`src/rtl/load_store_unit.sv`:
```
// RV32I load/store unit: turns byte/half/word accesses into full-word memory cycles, with read-modify-write for SB/SH.
// Done comes 3 cycles after accept for loads, 2 for SW, 4 for SB/SH and 1 for faults; lsu_ready is high only in IDLE.
module load_store_unit #(
   parameter int MEM_ADDR_BITS = 12
) (
   input  logic        clk,
   input  logic        reset_n,
   input  logic        lsu_valid,
   output logic        lsu_ready,
   input  logic        lsu_we,
   input  logic [2:0]  lsu_funct3,
   input  logic [31:0] lsu_base,
   input  logic [31:0] lsu_offset,
   input  logic [31:0] lsu_wdata,
   output logic        lsu_done,
   output logic [31:0] lsu_rdata,
   output logic        lsu_exc,
   output logic [1:0]  lsu_exc_cause,
   output logic        data_mem_req,
   output logic        data_mem_wr,
   output logic [31:0] data_mem_addr,
   output logic [31:0] data_mem_wr_data,
   output logic [1:0]  data_mem_byte_en,
   input  logic [31:0] mem_rd_data
);

   typedef enum logic [2:0] {
      IDLE,
      LD_REQ,
      LD_WAIT,
      RMW_RD,
      RMW_WAIT,
      ST_WR
   } state_t;

   // Operands latched at accept; only the low half of the store data is needed for SB/SH merges.
   typedef struct packed {
      logic [31:0] ea;
      logic [2:0]  funct3;
      logic [15:0] wdata;
   } op_t;

   localparam logic [1:0] CAUSE_NONE  = 2'b00;
   localparam logic [1:0] CAUSE_ALIGN = 2'b01;
   localparam logic [1:0] CAUSE_RANGE = 2'b10;
   localparam logic [1:0] CAUSE_ILL   = 2'b11;

   state_t      state;
   op_t         op;
   logic [31:0] wr_word;
   logic [31:0] ea_in;
   logic [1:0]  cause_in;
   logic        illegal_in;
   logic        misalign_in;

   function automatic logic [31:0] load_extend(input logic [31:0] word,
                                               input logic [1:0]  off,
                                               input logic [2:0]  f3);
      logic [7:0]  b;
      logic [15:0] h;
      logic [31:0] r;
      case (off)
         2'd0:    b = word[7:0];
         2'd1:    b = word[15:8];
         2'd2:    b = word[23:16];
         default: b = word[31:24];
      endcase
      h = off[1] ? word[31:16] : word[15:0];
      case (f3)
         3'b000:  r = {{24{b[7]}}, b};
         3'b001:  r = {{16{h[15]}}, h};
         3'b100:  r = {24'd0, b};
         3'b101:  r = {16'd0, h};
         default: r = word;
      endcase
      return r;
   endfunction

   function automatic logic [31:0] store_merge(input logic [31:0] word,
                                               input logic [1:0]  off,
                                               input logic [1:0]  size,
                                               input logic [15:0] wd);
      logic [31:0] r;
      r = word;
      if (size == 2'b00) begin
         case (off)
            2'd0:    r[7:0]   = wd[7:0];
            2'd1:    r[15:8]  = wd[7:0];
            2'd2:    r[23:16] = wd[7:0];
            default: r[31:24] = wd[7:0];
         endcase
      end else if (off[1]) begin
         r[31:16] = wd;
      end else begin
         r[15:0] = wd;
      end
      return r;
   endfunction

   always_comb begin
      ea_in = lsu_base + lsu_offset;
      if (lsu_we)
         illegal_in = lsu_funct3[2] || (lsu_funct3[1:0] == 2'b11);
      else
         illegal_in = (lsu_funct3[1:0] == 2'b11) || (lsu_funct3 == 3'b110);
      misalign_in = ((lsu_funct3[1:0] == 2'b01) && ea_in[0]) ||
                    ((lsu_funct3[1:0] == 2'b10) && (ea_in[1:0] != 2'b00));
      cause_in = CAUSE_NONE;
      if (illegal_in)
         cause_in = CAUSE_ILL;
      else if (misalign_in)
         cause_in = CAUSE_ALIGN;
      else if (|ea_in[31:MEM_ADDR_BITS])
         cause_in = CAUSE_RANGE;
   end

   always_ff @(posedge clk or negedge reset_n) begin
      if (!reset_n) begin
         state         <= IDLE;
         op            <= '0;
         wr_word       <= '0;
         lsu_done      <= 1'b0;
         lsu_exc       <= 1'b0;
         lsu_exc_cause <= CAUSE_NONE;
         lsu_rdata     <= '0;
      end else begin
         lsu_done      <= 1'b0;
         lsu_exc       <= 1'b0;
         lsu_exc_cause <= CAUSE_NONE;
         case (state)
            IDLE: begin
               if (lsu_valid) begin
                  op.ea     <= ea_in;
                  op.funct3 <= lsu_funct3;
                  op.wdata  <= lsu_wdata[15:0];
                  if (cause_in != CAUSE_NONE) begin
                     lsu_done      <= 1'b1;
                     lsu_exc       <= 1'b1;
                     lsu_exc_cause <= cause_in;
                  end else if (!lsu_we) begin
                     state <= LD_REQ;
                  end else if (lsu_funct3[1:0] == 2'b10) begin
                     wr_word <= lsu_wdata;
                     state   <= ST_WR;
                  end else begin
                     state <= RMW_RD;
                  end
               end
            end
            LD_REQ:   state <= LD_WAIT;
            LD_WAIT: begin
               lsu_rdata <= load_extend(mem_rd_data, op.ea[1:0], op.funct3);
               lsu_done  <= 1'b1;
               state     <= IDLE;
            end
            RMW_RD:   state <= RMW_WAIT;
            RMW_WAIT: begin
               wr_word <= store_merge(mem_rd_data, op.ea[1:0], op.funct3[1:0], op.wdata);
               state   <= ST_WR;
            end
            ST_WR: begin
               lsu_done <= 1'b1;
               state    <= IDLE;
            end
            default:  state <= IDLE;
         endcase
      end
   end

   assign lsu_ready        = (state == IDLE);
   assign data_mem_req     = (state == LD_REQ) || (state == RMW_RD) || (state == ST_WR);
   assign data_mem_wr      = (state == ST_WR);
   assign data_mem_addr    = {op.ea[31:2], 2'b00};
   assign data_mem_wr_data = wr_word;
   assign data_mem_byte_en = 2'b11;

endmodule

```
`config.mk`:
```
export PLATFORM = sky130hd
export DESIGN_NAME = load_store_unit
export DESIGN_NICKNAME = d
export VERILOG_FILES = /design/src/rtl/load_store_unit.sv
export SDC_FILE = /design/constraint.sdc
export NUM_CORES = 1
export LEC_CHECK = 0
export ABC_CLOCK_PERIOD_IN_PS = 3800
export CAP_MARGIN = 10
export CORE_MARGIN = 3
export CORE_UTILIZATION = 52
export DETAILED_ROUTE_END_ITERATION = 7
export PLACE_DENSITY = 0.87
export SLEW_MARGIN = 15
export SYNTH_ARGS = -nofsm -noshare
export SYNTH_HDL_FRONTEND = slang
export SYNTH_SLANG_ARGS = --single-unit
```
`constraint.sdc`:
```
create_clock -name clk -period 3.8 [get_ports clk]
set_input_delay 0.38 -clock clk [delete_from_list [all_inputs] [get_ports clk]]
set_output_delay 0.38 -clock clk [all_outputs]
set_load 0.01 [all_outputs]
```
# Word-level counts from Yosys, hierarchy flattened

Cells that the tools add are included.
W data, S select, Z words.

Add/subtract/negate cells: 1
Equal/unequal tests: 18
Multiplexer cells: 31
Reductions and logical operators: 20

Operators by type and width:

| kind                 | number |
|---|---|
| $mux W32             | 5 |
| $pmux W32 S4         | 1 |
| $pmux W32 S2         | 1 |
| $mux W16             | 3 |
| $add A32 B32 Y32     | 1 |
| $mux W8              | 4 |
| $pmux W8 S3          | 1 |
| $reduce_or A20 Y1    | 1 |
| $eq A3 B3 Y1 const B | 5 |
| $mux W2              | 6 |
| $mux W3              | 4 |
| $pmux W3 S4          | 1 |
| $eq A2 B2 Y1 const B | 3 |
| $eq A3 B1 Y1 const B | 2 |
| $eq A3 B2 Y1 const B | 2 |
| $logic_not A3 Y1     | 2 |
| $reduce_bool A2 Y1   | 3 |
| $logic_or A1 B1 Y1   | 5 |
| $reduce_and A5 Y1    | 1 |
| $eq A2 B1 Y1 const B | 2 |
| $logic_not A2 Y1     | 2 |
| $mux W1              | 4 |
| $ne A2 B1 Y1 const B | 2 |
| $ne A2 B2 Y1 const B | 2 |
| other kinds (5)      | 7 |

Register bits: 122
Input port bits: 135
Logic and storage cells: 79

# Depth between registers and ports, before layout

Gate-level depths: netlist (run 1).

Depth in word-level cells: 10
Depth in mapped cells: 16

# Worst setup path before layout (run 1)

No wires, ideal clock.

Path kind: in2reg
Start: input lsu_base[0]
End: register wr_word[10], in the netlist data_mem_wr_data[10]
Library setup time: 0.125 ns
Arrival time: 3.512 ns
Required time: 3.675 ns
Slack: 0.163 ns
Stages on the path: 16
Path buffers: 2
Cells stage by stage: ha_1 -> inv_1 -> fa_1 -> nand2b_1 -> a21o_1 -> a211oi_2 -> o211ai_1 -> and2_1 -> buf_2 -> mux2i_1 -> a311oi_1 -> nor4b_2 -> a41oi_1 -> nor3_4 -> buf_6 -> mux2_2

Longest elaborated chain between the ends: 9

Ends and longest elaborated chain:

| item                                                                      | RTL line | source |
|---|---|---|
| start, declared                                                           | 12       | `input logic [31:0] lsu_base,` |
| $add A32 B32 Y32 (*)                                                      | 101      | `ea_in = lsu_base + lsu_offset;` |
| parallel branches: the longest is 3 deep, another holds $reduce_or A20 Y1 | -        |  |
| $mux W2 (*)                                                               | 111      | `else if (misalign_in)` |
| $mux W2 (*)                                                               | 109      | `if (illegal_in)` |
| $reduce_bool A2 Y1 (*)                                                    | 136      | `if (cause_in != CAUSE_NONE) begin` |
| $ne A2 B2 Y1 (no line) (*)                                                | -        |  |
| $reduce_and A5 Y1 (no line) (*)                                           | -        |  |
| end signal, assigned                                                      | 143      | `wr_word <= lsu_wdata;` |
| end signal, assigned                                                      | 158      | `wr_word <= store_merge(mem_rd_data, op.ea[1:0], op.funct3[1:0], op.wdata);` |
| end, declared                                                             | 50       | `logic [31:0] wr_word;` |

Every way passes the cells marked *.
A chain may end at the register's enable or synchronous reset.

# Final worst setup path (run 1)

Start: input lsu_base[2]
End: register wr_word[15], in the netlist data_mem_wr_data[15]

Longest elaborated chain between the ends: 8

Ends and longest elaborated chain:

| item                        | RTL line | source |
|---|---|---|
| $add A32 B32 Y32            | 101      |  |
| $reduce_or A20 Y1           | 113      | `else if (\|ea_in[31:MEM_ADDR_BITS])` |
| $mux W2                     | 113      |  |
| $mux W2                     | 111      |  |
| $mux W2                     | 109      |  |
| $reduce_bool A2 Y1          | 136      |  |
| $ne A2 B2 Y1 (no line)      | -        |  |
| $reduce_and A5 Y1 (no line) | -        |  |

No other way between the ends.

==> impl_metrics.py, run 1 <==
metrics = {
    "setup_path": {
        "critPathKind": "input pin to flop",
        "path_cells": "clkdlybuf4s50_1, ha_1, o211ai_1, o21a_1, o21ai_1, a21o_1, a311o_1, a21oi_2, xnor2_2, nor4b_4, a41oi_2, nor3_4, buf_6, buf_12, buf_16, mux2_2",
        "critPathSlowestCell": "clkdlybuf4s50_1",
        "cp-start-kind": "input pin",
        "worst-path-max-fanout": 6,
        "end_kind": "flop",
        "crit_family": "compound AO/OA/AOI/OAI gates",
        "cp.required_ns": 4.11,
        "cp_num_buf_inv": 4,
        "r2r_slack_ns": 1.00,
        "crit_arrival_ns": 4.05,
        "worst_r2r_path_depth": 5,
        "r2r-start": "op[20]",
        "slowest_delay_ns": 0.43,
        "reg2reg_to": "lsu_rdata[27]",
    },
    "placed_design": {
        "globalplace.congestion": 0.991,
        "placedCellCount": 1339,
        "hpwl_um": 20500,
        "dpl_worst_slack_ns": -0.579,
        "io_buffers": 235,
    },
    "timing": {
        "setup_viol": 0,
        "fmax_ghz": 0.267,
        "period_share": 0.986,
        "postLayoutSetupSlackWorst_ns": 0.0551,
        "slew_violations": 0,
        "period_minus_slack_ns": 3.74,
        "finClkSkew_ns": 0.0107,
        "relSlewSlack": 0.186,
        "tns_ns": 0,
        "hold_viol_final": 0,
        "worst_slew_pin_slew_ns": 1.22,
    },
    "floorplanning": {
        "rows": 44,
        "die_w_um": 129,
        "start_util": 0.536,
        "dieArea_um2": 16700,
        "pin_count": 240,
        "die_y_um": 129,
        "core_area_um2": 14700,
    },
    "final_layout": {
        "nNetsFinal": 1360,
        "drive_gt1_frac": 0.218,
        "fin_util": 0.815,
        "stdcell_count": 1390,
        "syn_to_final_growth_pct": 52.0,
        "antennaDiodeCount": 0,
    },
    "drt": {
        "vias": 8515,
        "detail-route-antenna-nets": 0,
        "route.detailed.drc": 0,
        "drt_iter0_markers": 919,
        "vias_per_cell": 6.13,
        "wl_um": 29800,
        "dr.pass1.iters": 7,
        "wire_per_inst_um": 21.5,
    },
    "synth": {
        "synth-edff-count": 0,
        "syn_area_um2": 7880,
        "async_flop_share": 1.00,
        "synth_cells": 903,
        "ys_seq_area_frac": 0.387,
        "ys_ff_latch": 122,
        "synth_flop_cell": "dfrtp_1",
        "synth_top_area_cell": "dfrtp_1",
        "synth_top_cell_area_share": 0.387,
        "syn_avg_cell_area_um2": 8.73,
        "yosys-top-cells-count": "nand2_1, dfrtp_1, o21ai_0",
        "ys_types": 69,
        "synthTopCellsByArea": "dfrtp_1, mux2_2, nand2_1, o21ai_0, ha_1",
        "synth.most_common_cell": "nand2_1",
        "yosysWarnings": 0,
    },
    "clock_tree": {
        "clock_sinks": 122,
        "ctsHtreeMaxLevel": 4,
        "cts_buffers": 17,
        "cts_tree": "yes",
        "clock-root-buffer": "clkbuf_16",
        "clockBufferDepth": 2,
        "cts_hold_buf": 0,
        "clk_pin_slew_ns": 0.06,
        "clock_latency_ns": 0.43,
    },
    "power_and_ir_drop": {
        "power_mw": 4.68,
        "pwr-share-comb": 0.301,
        "ir_worst_vdd_v": 0.000355,
        "pwr-share-seq": 0.323,
        "p_clk_frac": 0.376,
        "p_per_area_nw_per_um2": 391,
        "internal_power_mw": 3.24,
        "p_leak_nw": 5.27,
        "p_sw_mw": 1.44,
        "switching_share": 0.308,
    },
    "global_route": {
        "grt_pass1_wl_um": 44000,
        "grt_max_degree": 79,
        "overflow": 0,
        "grt_pass1_vias": 8386,
        "grt_util_all_layers": 0.343,
        "antenna_found_initial": 2,
    },
    "min_path": {
        "hold_class": "input pin to async pin",
    },
    "flow_run": {
        "maxCapViolCount": 0,
    },
    "run_status": {
        "status": "finished, final reports clean",
    },
}
## power groups by stage
stage	sequential, mW	combinational (mW)	clock [mW]
CTS	1.50	1.32	1.74
global route	1.52	1.50	1.83
global placement	1.52	1.26	0
finish	1.51	1.41	1.76
detailed placement	1.52	1.28	0
floorplan	1.48	0.710	0
## placed cells by master (no fill, tap or decap), types with 16 or more instances in the layout
cell type | netlist | final
buf_4 | 34 | 111
ha_1 | 31 | 22
a21oi_1 | 73 | 63
mux2_2 | 56 | 40
nor2_1 | 62 | 62
mux2i_1 | 18 | 17
mux2_4 | 0 | 17
dfrtp_1 | 122 | 122
o22ai_1 | 16 | 16
clkbuf_16 | 0 | 17
o21ai_0 | 104 | 96
nand2_1 | 152 | 151
clkdlybuf4s50_1 | 0 | 227
xor2_1 | 18 | 17
## how the worst max path moves through the flow
stage,startpoint,endpoint,slack (ns),cells after the start
2_1_floorplan,lsu_base[0],data_mem_wr_data[10],0.16,16
3_3_place_gp,lsu_base[1],data_mem_wr_data[5],-0.45,14
3_5_place_dp,lsu_base[1],data_mem_wr_data[20],-0.58,14
4_1_cts,lsu_base[9],data_mem_wr_data[22],0.003,16
5_1_grt,lsu_offset[5],data_mem_wr_data[15],-0.05,15
6_report,lsu_base[2],data_mem_wr_data[15],0.06,16
## flip-flops by register name, summed over array words and instances (netlist names)
| signal | cells |
|---|---|
| lsu_exc | 1 |
| state | 3 |
| lsu_exc_cause | 2 |
| op | 21 |
| data_mem_wr_data | 32 |
| lsu_done | 1 |
| data_mem_addr | 30 |
| lsu_rdata | 32 |
## cell type report
type                    count  area (um^2)
inverters                  11         41.3
clock buffers              18          439
multi-input cells         685         4620
flip-flops and latches    122         3050
clock inverters            14          195
fillers                   850         2720
well taps                 184          230
repair buffers            356         3400
## what timing repair did
| item | CTS | global route |
|---|---|---|
| setup buffers | 11 | 5 |
| pin swaps | 14 | 28 |
| gates resized for setup | 41 | 39 |
| setup endpoints to repair | 32 | 33 |
| gates cloned | 3 | 0 |
## layer usage
layer  global-route usage  routed length [um]  vias up
met1                0.414               10700     3933
li1                     -                   -     3762
met5                    0                  22        -
met4                0.177                1730        4
met2                0.570               14100      660
met3               0.0845                3280      156
## per-stage QoR
stage / hold slack [ns] / instance area (um^2)
2_1_floorplan: 0.0844 / 7890
3_3_place_gp: 0.461 / 10800
3_5_place_dp: 0.472 / 10800
4_1_cts: 0.180 / 11800
5_1_grt: 0.215 / 12000
6_report: 0.135 / 12000
## kinds of logic after synthesis
logic type,share of synthesized area
and+or+nand+nor,0.157
muxes,0.107
other,0.000953
xor gates and xnor gates,0.0344
adders and majority gates,0.0518
DFF,0.387
buffers and inverters,0.0662
AOI/OAI and AO/OA,0.195
Note: power is estimated with default switching activity, not from simulation.
==> run 2, diff against run 1 <==
REMOVE_ABC_BUFFERS = 1   (was default)
==> impl_metrics.py, run 2 (synthesized netlist as in run 1, its figures left out) <==
metrics = {
    "floorplanning": {
        "die_w_um": 129,
        "core_area_um2": 14700,
        "rows": 44,
        "start_util": 0.536,
        "pin_count": 240,
        "dieArea_um2": 16700,
        "die_y_um": 129,
    },
    "drt": {
        "dr.pass1.iters": 8,
        "route.detailed.drc": 10,
        "detail-route-antenna-nets": 0,
        "wl_um": 29400,
        "vias": 8653,
        "wire_per_inst_um": 20.9,
        "vias_per_cell": 6.16,
        "drt_iter0_markers": 791,
    },
    "global_route": {
        "overflow": 0,
        "grt_pass1_wl_um": 43200,
        "grt_max_degree": 61,
        "grt_util_all_layers": 0.330,
        "grt_pass1_vias": 8320,
        "antenna_found_initial": 2,
    },
    "run_status": {
        "violations": "design-rule violations, negative setup slack",
        "status": "complete, but fails checks",
    },
    "timing": {
        "slew_violations": 0,
        "whs_ns": 0.0286,
        "fmax_ghz": 0.261,
        "period_share": 1.01,
        "postLayoutSetupSlackWorst_ns": -0.0379,
        "worst_slew_pin_slew_ns": 0.974,
        "finClkSkew_ns": 0.0115,
        "setup_viol": 11,
        "period_minus_slack_ns": 3.84,
        "relSlewSlack": 0.350,
        "hold_viol_final": 0,
    },
    "setup_path": {
        "critPathKind": "input pin to flop",
        "cp.required_ns": 4.11,
        "worst-path-max-fanout": 5,
        "cp-start-kind": "input pin",
        "end_kind": "flop",
        "crit_arrival_ns": 4.15,
    },
    "clock_tree": {
        "cts_tree": "yes",
        "cts_hold_buf": 0,
        "clk_pin_slew_ns": 0.06,
        "clock_latency_ns": 0.43,
        "ctsHtreeMaxLevel": 4,
        "clock-root-buffer": "clkbuf_16",
        "clock_sinks": 122,
        "clockBufferDepth": 2,
        "cts_buffers": 17,
    },
    "power_and_ir_drop": {
        "p_leak_nw": 5.37,
        "p_per_area_nw_per_um2": 392,
        "ir_worst_vdd_v": 0.000320,
    },
    "placed_design": {
        "hpwl_um": 19600,
        "io_buffers": 235,
        "placedCellCount": 1342,
        "globalplace.congestion": 0.944,
    },
    "flow_run": {
        "maxCapViolCount": 0,
    },
    "final_layout": {
        "layout_commonest_cell": "clkdlybuf4s50_1",
        "nNetsFinal": 1373,
        "final_cell_mix": "clkdlybuf4s50_1, nand2_1, buf_4",
        "stdcell_count": 1404,
        "syn_to_final_growth_pct": 53.8,
        "drive_gt1_frac": 0.237,
    },
    "min_path": {
        "hold_class": "input pin to async pin",
    },
}
[run 2: worst paths after layout]
check | from | to | slack, ns | depth (start not counted)
hold / removal | reset_n | op[13] | 0.03 | 1
max in group asynchronous | reset_n | data_mem_addr[20] | 2.80 | 2
hold reg to reg | data_mem_addr[3] | data_mem_addr[3] | 0.48 | 2
setup reg to reg | op[16] | data_mem_wr_data[22] | 1.26 | 7
setup / recovery | lsu_offset[14] | data_mem_wr_data[30] | -0.04 | 16
min in group clk | lsu_base[0] | op[19] | 0.41 | 3
[run 2: worst max-delay path, cell delays in order]
cell and delay (ns):
clkdlybuf4s50_1 0.53, ha_4 0.24, nand2_1 0.11, o21ai_2 0.09
a211o_1 0.31, a221oi_2 0.37, o21ai_2 0.12, buf_4 0.16
a211o_1 0.28, xor2_2 0.17, nor4_4 0.31, a41oi_2 0.20
nor3_4 0.23, buf_6 0.18, buf_12 0.13, mux2_2 0.33
[run 2: routing by layer]
layer | global-route usage | wire [um] | vias to the layer above
li1 | - | - | 3777
met1 | 0.411 | 11000 | 4118
met2 | 0.556 | 14200 | 616
met3 | 0.0746 | 2830 | 138
met4 | 0.138 | 1250 | 4
met5 | 0 | 36 | -
[run 2: power by group]
group,internal (mW),switching [mW]
sequential,1.41,0.0800
clock,1.16,0.643
combinational,0.736,0.722
total,3.30,1.45
[run 2: metrics by stage]
step / setup slack (ns) / total power [mW] / utilization / area (um^2) / TNS [ns]
2_1_floorplan: -0.276 / 2.08 / - / 7410 / -8.82
3_3_place_gp: -0.562 / 2.78 / 0.735 / 10800 / -18.10
3_5_place_dp: -0.650 / 2.79 / 0.735 / 10800 / -20.83
4_1_cts: 0.00791 / 4.63 / 0.800 / 11800 / 0
5_1_grt: -0.145 / 4.91 / 0.824 / 12100 / -3.87
6_report: -0.0379 / 4.75 / 0.825 / 12100 / -0.179
[run 2: layout make-up]
type,count,area [um^2]
Antenna cell,1,2.50
Clock buffer,20,467
Clock inverter,12,185
Fill cell,872,2580
Inverter,11,41.3
Multi-Input combinational cell,685,4700
Sequential cell,122,3050
Tap cell,184,230
Timing Repair Buffer,369,3440
[run 2: repair_timing]
action,4_1_cts,5_1_grt
gates resized for setup,37,52
setup endpoints to repair,32,38
pin swaps,24,34
buffers inserted,18,11
gates cloned,2,0
endpoints found under the hold margin,0,0
